<file path="src/rtl/divu_pkg.sv">
// Shared types for the multicycle unsigned divider.
package divu_pkg;

  typedef enum logic [1:0] {
    S_IDLE,
    S_BUSY,
    S_DONE
  } divu_state_t;

endpackage

</file>
<file path="src/rtl/adder_n.sv">
// Plain N-bit ripple-style adder with carry-in; the carry-out is dropped.
module adder_n #(
  parameter int N = 8
) (
  input  logic [N-1:0] a,
  input  logic [N-1:0] b,
  input  logic         c_in,
  output logic [N-1:0] sum
);

  assign sum = a + b + {{(N-1){1'b0}}, c_in};

endmodule

</file>
<file path="src/rtl/div_step.sv">
// One combinational restoring-division step: trial subtract at N+1 bits, keep or restore.
module div_step #(
  parameter int N = 32
) (
  input  logic [N:0]   partial,
  input  logic [N-1:0] divisor,
  output logic [N-1:0] next_rem,
  output logic         q_bit
);

  logic [N:0] diff;

  // Two's-complement subtract; diff[N] set means partial < divisor (borrow).
  adder_n #(.N(N + 1)) u_sub (
    .a    (partial),
    .b    (~{1'b0, divisor}),
    .c_in (1'b1),
    .sum  (diff)
  );

  assign q_bit    = ~diff[N];
  assign next_rem = q_bit ? diff[N-1:0] : partial[N-1:0];

endmodule

</file>
<file path="src/rtl/divu_multicycle.sv">
// Multicycle unsigned divider (DIVU/REMU): one restoring step per clock, fixed N-cycle latency.
module divu_multicycle
  import divu_pkg::*;
#(
  parameter int N  = 32,
  parameter int CW = $clog2(N + 1)
) (
  input  logic         clk,
  input  logic         rst,
  input  logic         start,
  input  logic [N-1:0] dividend,
  input  logic [N-1:0] divisor,
  output logic         ready,
  output logic         done,
  output logic [N-1:0] quotient,
  output logic [N-1:0] remainder,
  output logic         div_by_zero
);

  divu_state_t   state_q, state_d;
  logic [CW-1:0] counter_q, counter_d;
  logic [N-1:0]  q_shreg_q, q_shreg_d;
  logic [N-1:0]  rem_q, rem_d;
  logic [N-1:0]  div_q, div_d;
  logic [N-1:0]  quot_q, quot_d;
  logic [N-1:0]  remr_q, remr_d;
  logic          dbz_q, dbz_d;

  logic [N-1:0]  step_rem;
  logic          step_q;

  div_step #(.N(N)) u_step (
    .partial  ({rem_q, q_shreg_q[N-1]}),
    .divisor  (div_q),
    .next_rem (step_rem),
    .q_bit    (step_q)
  );

  // NOTE: every _d gets its hold value first so no path leaves it unassigned (no latch).
  always_comb begin
    state_d   = state_q;
    counter_d = counter_q;
    q_shreg_d = q_shreg_q;
    rem_d     = rem_q;
    div_d     = div_q;
    quot_d    = quot_q;
    remr_d    = remr_q;
    dbz_d     = dbz_q;

    unique case (state_q)
      S_IDLE: begin
        if (start) begin
          q_shreg_d = dividend;
          rem_d     = '0;
          div_d     = divisor;
          dbz_d     = (divisor == '0);
          counter_d = '0;
          state_d   = S_BUSY;
        end
      end
      S_BUSY: begin
        rem_d     = step_rem;
        q_shreg_d = {q_shreg_q[N-2:0], step_q};
        counter_d = counter_q + CW'(1);
        // Final step: publish the post-step values directly so they appear with done.
        if (counter_q == CW'(N - 1)) begin
          quot_d  = {q_shreg_q[N-2:0], step_q};
          remr_d  = step_rem;
          state_d = S_DONE;
        end
      end
      S_DONE: state_d = S_IDLE;
      default: state_d = S_IDLE;
    endcase
  end

  // NOTE: state registers use non-blocking assignments so all flops update together at the edge.
  always_ff @(posedge clk or posedge rst) begin
    if (rst) begin
      state_q   <= S_IDLE;
      counter_q <= '0;
      q_shreg_q <= '0;
      rem_q     <= '0;
      div_q     <= '0;
      quot_q    <= '0;
      remr_q    <= '0;
      dbz_q     <= 1'b0;
    end else begin
      state_q   <= state_d;
      counter_q <= counter_d;
      q_shreg_q <= q_shreg_d;
      rem_q     <= rem_d;
      div_q     <= div_d;
      quot_q    <= quot_d;
      remr_q    <= remr_d;
      dbz_q     <= dbz_d;
    end
  end

  assign ready       = (state_q == S_IDLE);
  assign done        = (state_q == S_DONE);
  assign quotient    = quot_q;
  assign remainder   = remr_q;
  assign div_by_zero = dbz_q;

endmodule

</file>
<file path="config.mk">
export PLATFORM = sky130hd
export DESIGN_NAME = divu_multicycle
export DESIGN_NICKNAME = d
export VERILOG_FILES = /design/src/rtl/divu_pkg.sv /design/src/rtl/adder_n.sv /design/src/rtl/div_step.sv /design/src/rtl/divu_multicycle.sv
export SDC_FILE = /design/constraint.sdc
export NUM_CORES = 1
export LEC_CHECK = 0
export CAP_MARGIN = 30
export CORE_MARGIN = 5
export CORE_UTILIZATION = 50
export CTS_BUF_LIST = sky130_fd_sc_hd__clkbuf_16
export DETAILED_ROUTE_END_ITERATION = 12
export GPL_TIMING_DRIVEN = 0
export HOLD_SLACK_MARGIN = 0.12
export PLACE_DENSITY = 0.75
export SLEW_MARGIN = 20
export SYNTH_ARGS = -nofsm -noshare
export SYNTH_HDL_FRONTEND = slang
export SYNTH_SLANG_ARGS = --single-unit
</file>
<file path="constraint.sdc">
create_clock -name clk -period 17.1 [get_ports clk]
set_input_delay 3.42 -clock clk [delete_from_list [all_inputs] [get_ports clk]]
set_output_delay 3.42 -clock clk [all_outputs]
set_load 0.005 [all_outputs]
</file>
Word-level counts from Yosys, hierarchy flattened. Cells that the tools add are included.

Reductions and logical operators: 7. Shifts and indexed selects: 0. Muxes and demuxes: 10. Divide/modulo/power cells: 0. $add $sub $neg: 3. Bitwise gates (word level): 2. Eq/ne operators: 5. Multipliers: 0. Magnitude comparators: 0.

Operator list (number): 32-bit case mux with 2 select lines (2); 32-bit two-way mux (3); 33-bit by 1-bit adder with 33-bit output (second input constant) (1); 33-bit adder (1); 32-bit NOT with 33-bit output (1); 32-bit logical NOT (1); 6-bit case mux with 2 select lines (1); 2-bit AND reduction (4); 6-bit by 1-bit adder with 6-bit output (second input constant) (1); 6-bit by 5-bit equality test with 1-bit output (second input constant) (1); 6-bit two-way mux (1); 2-bit two-way mux (2); 2-bit != test (second input constant) (2); 2-bit case mux with 2 select lines (1); 2-bit by 1-bit equality test with 1-bit output (second input constant) (1); 2-bit equality test (second input constant) (1); 2-bit logical NOT (1); 2-bit nonzero test (1); 1-bit NOT (1).

Memories: 0. Bits in read-only memories: 0. Bits of input ports: 67. Output and inout bits: 67. Flip-flop bits (word level): 169. Logic and storage cells: 35. RAM bits: 0. Latch bits: 0.

Depth between registers and ports, before layout.
Depth after elaboration: 5. Gate-level depth with buffers: 14. Gate-level depth less buffers: 13.

Hierarchy. Synthesis repeated with hierarchy kept, for this count alone.

Cell total of the unflattened synthesis: 922. Area, all modules: 9176.3 µm².

Modules (own cells, without submodules): divu_multicycle (area each 6760.2 µm², times used 1, cells each 606, seq. area each 4229.1 µm²); adder_n (area each 1747.9 µm², times used 1, cells each 246, seq. area each 0.0 µm²); div_step (area each 668.1 µm², times used 1, cells each 70, seq. area each 0.0 µm²).

Worst setup path after synthesis. Ideal clock, no wire load.

Path type: input to register. Start: input port start. End: register counter_q[1]. Slack: 12597 ps. Required time: 16963 ps. Path buffers: 3. Cell stages on the path: 5. Arrival time: 4366 ps. Setup time: 137 ps. Cell sequence: and2_1 -> clkbuf_1 -> clkbuf_1 -> buf_1 -> o21ai_0.

Longest elaborated chain between the ends: 2.

Ends and longest elaborated chain: start: declaration (RTL line divu_multicycle.sv:10) `input logic start,`; 2-bit != test (no source line); 2-bit AND reduction (no source line); end signal: assignment (RTL line divu_multicycle.sv:90) `counter_q <= counter_d;`; end: declaration (RTL line divu_multicycle.sv:21) `logic [CW-1:0] counter_q, counter_d;`.

Every way passes these cells. A chain may end at the register's enable or synchronous reset.

Worst setup path in the final report.
Start: input port start. End: register div_q[9].

Longest elaborated chain between the ends: 1.

Ends and longest elaborated chain: 2-bit AND reduction (no source line); end signal: assignment (RTL line divu_multicycle.sv:93) `div_q <= div_d;`; end: declaration (RTL line divu_multicycle.sv:24) `logic [N-1:0] div_q, div_d;`.

Every way passes these cells.

==> flow_summary.yaml <==
pwr:
  reported_leakage_power_nw: 4.84
  power_per_cell_area_nw_per_um2: 199
  power_frac_comb_pct: 53.4
  internal-power_mw: 1.24
  vdd_ir_drop_max_mv: 0.0954
  power.sequential.fraction_pct: 27.9
  power.total_mw: 2.17
  power_frac_clock_pct: 18.7
  netSwitchingPower_uw: 926
  power.share.switching_pct: 42.8
timing:
  skew_ns: 0.0134
  setup_viol: 0
  fmax_ghz: 0.190
  time_the_worst_path_needs_with_i_o_delays_and_setup_ns: 5.27
  timing.hold.ws_ns: 0.478
  worst_slew_margin_rel_pct: 54.6
  setup-tns-final_ns: 0
  timing_hold_violations_final: 0
  grt_setup_unrepaired: "no"
  final.period_utilization_pct: 30.8
  timing.final.max_slew_violations: 0
  worstMarginPinSlew_ns: 0.680
route:
  drt_wl_total_um: 23000
  detail_route.drc_violations: 0
  viasPerCell: 5.50
  num_vias: 7441
  antenna_violating_nets_post_route: 0
  drt-wirelength-per-cell_um: 17.0
  dr_iter_0_viols: 450
  drt_first_pass_iters: 7
worst_setup_path:
  worst-setup-path-type: "in2reg"
  critPathArrivalTime_ns: 5.63
  critPathRequiredTime_ns: 17.46
  worstSetupEndpointType: "flop"
  critical_path_peak_fanout: 10
  setup.worst_path.start_class: "input pin"
floorplanning:
  initial_utilization_pct: 50.4
  ioPinCount: 134
  design.core.area_um2: 17100
  die-height_um: 141
  rows: 48
  fp.dieArea_um2: 20000
  die_x_um: 141
grt:
  antenna_found_initial: 0
  grt_pass1_vias: 7683
  grt_util_met3_pct: 6.74
  grt_max_degree: 91
  top_usage_layer: "met2"
  grt_util_met1_pct: 30.4
  grt-ovfl-total: 0
  overall_routing_resource_usage_pct: 23.6
  grt_first_pass_wirelength_um: 38000
  global_route.usage.met2_pct: 37.3
logic_synthesis:
  netlist_area_um2: 8620
  yosys_warnings: 0
  syn-num-nets: 1062
  yosys.cell_types.count: 50
  yosys_register_bits: 169
  synthFlopType: "dfrtp_1"
  seq_area_frac_synth_pct: 49.0
  post_synth.cell_area_avg_um2: 8.97
  synth_edf_count: 0
  post_synthesis_cells: 961
  synthArstFlopShare_pct: 100
placement:
  gp_congestion: 0.931
  io_buffers: 133
  post-place-cells: 1320
  post-dp-hpwl_um: 16800
clock_tree:
  cts_tree: "built"
  clock_pin_slew_reported_for_the_worst_setup_and_hold_paths_after_clock_tree_synthesis_ns: 0.07
  clock_tree.buffer_depth: 2
  ctsRootBufferMaster: "clkbuf_16"
  post-cts-setup-buffer-count: 0
  worst_skew_pair.late_latency_ns: 0.44
  ctsHtreeMaxLevel: 4
  cts.sinks: 169
  cts_made_buffers: 17
  cts-hold-fix-buffers: 0
  cts-resized-gates: 0
layout:
  fraction_of_layout_instances_using_a_drive_strength_above_1_pct: 4.61
  num-fill-cells: 1449
  fin_nets: 1215
  area_growth_pct: 26.3
  layout_commonest_cell: "nand2_1"
  antennaDiodeCount: 0
  mostFrequentLayoutCells: "251 x nand2_1, 169 x dfrtp_1, 133 x clkdlybuf4s50_1"
  instances_no_fill: 1352
job:
  timing.max_cap.violations: 0
worst_hold_path:
  worstHoldPathType: "reg2reg"
run_status:
  outcome: "finished, final reports clean"
power by group through the flow:
stage          Sequential (mW)  Clock [mW]  Combinational [mW]
5_1_grt                  0.617       0.429                1.29
3_3_place_gp             0.604           0                1.12
3_5_place_dp             0.607           0                1.15
6_report                 0.604       0.406                1.16
4_1_cts                  0.603       0.410                1.16
2_1_floorplan            0.588           0               0.901
Yosys cell counts, types with 23 or more instances:
master    count  area share [%]
a21oi_1      32             1.9
nand3_1      42             2.4
dfrtp_1     169              49
clkbuf_1     36             1.6
o21ai_0      64             3.7
mux2i_1      31             3.6
a22oi_1      31             2.7
ha_1         33             4.8
o21ai_1      60             3.5
inv_1        44             1.9
nor2_1       23             1.0
nand2_1     251              11
state kept, by name, indices dropped and copies added, names as in the netlist:
name	flops
div_q	32
q_shreg_q	32
quotient	32
rem_q	32
remainder	32
counter_q	6
state_q	2
div_by_zero	1
metrics by stage:
step / setup slack (ns) / utilization [%] / area, µm²
after floorplan: 9.10 / - / 8620
after global placement: 6.83 / 59.8 / 10200
after detailed placement: 11.38 / 60.0 / 10300
after CTS: 11.83 / 63.6 / 10900
after global routing: 11.73 / 63.6 / 10900
final: 11.83 / 63.6 / 10900
final timing paths:
check | endpoint | cells after the start | from | slack [ns]
hold / removal | quotient[27] | 2 | quotient[27] | 0.48
setup reg to reg | remainder[7] | 14 | q_shreg_q[31] | 13.38
setup / recovery | div_q[9] | 7 | start | 11.83
min in group asynchronous | quotient[7] | 2 | rst | 3.42
hold reg to reg | quotient[27] | 2 | quotient[27] | 0.48
max in group asynchronous | rem_q[19] | 3 | rst | 12.84
final cells by class:
class	instances	area [µm²]	area share, %
inverter	44	173	1.59
clock inverter	15	190	1.75
clock buffer	17	425	3.91
timing repair buffer	134	1360	12.5
tap	225	282	2.59
buffer	55	245	2.25
multi-input combinational	693	3980	36.6
sequential	169	4230	38.9
per-layer routing:
| metal | vias to the layer above | wire, µm |
|---|---|---|
| li1 | 3613 | - |
| met1 | 3538 | 9880 |
| met2 | 233 | 10800 |
| met3 | 57 | 1600 |
| met4 | 0 | 816 |
| met5 | - | 0 |
cells by family after synthesis:
family                   Yosys count  synth area share, %
AO/OA/AOI/OAI                    237                 16.6
XOR/XNOR                          30                 3.27
adder cells (fa/ha/maj)           34                 5.02
buffers and inverters             99                 4.76
flip-flops                       169                 49.0
multiplexers                      32                 3.73
AND/OR/NAND/NOR                  360                 17.6
critical path, stage by stage:
cell and delay [ns]:
clkdlybuf4s50_1 0.49, and2_1 0.14, clkbuf_1 0.35, clkbuf_1 0.48, buf_1 0.52, nand2_1 0.14, o21ai_0 0.09
No activity file was read; power rests on OpenSTA's default activity.
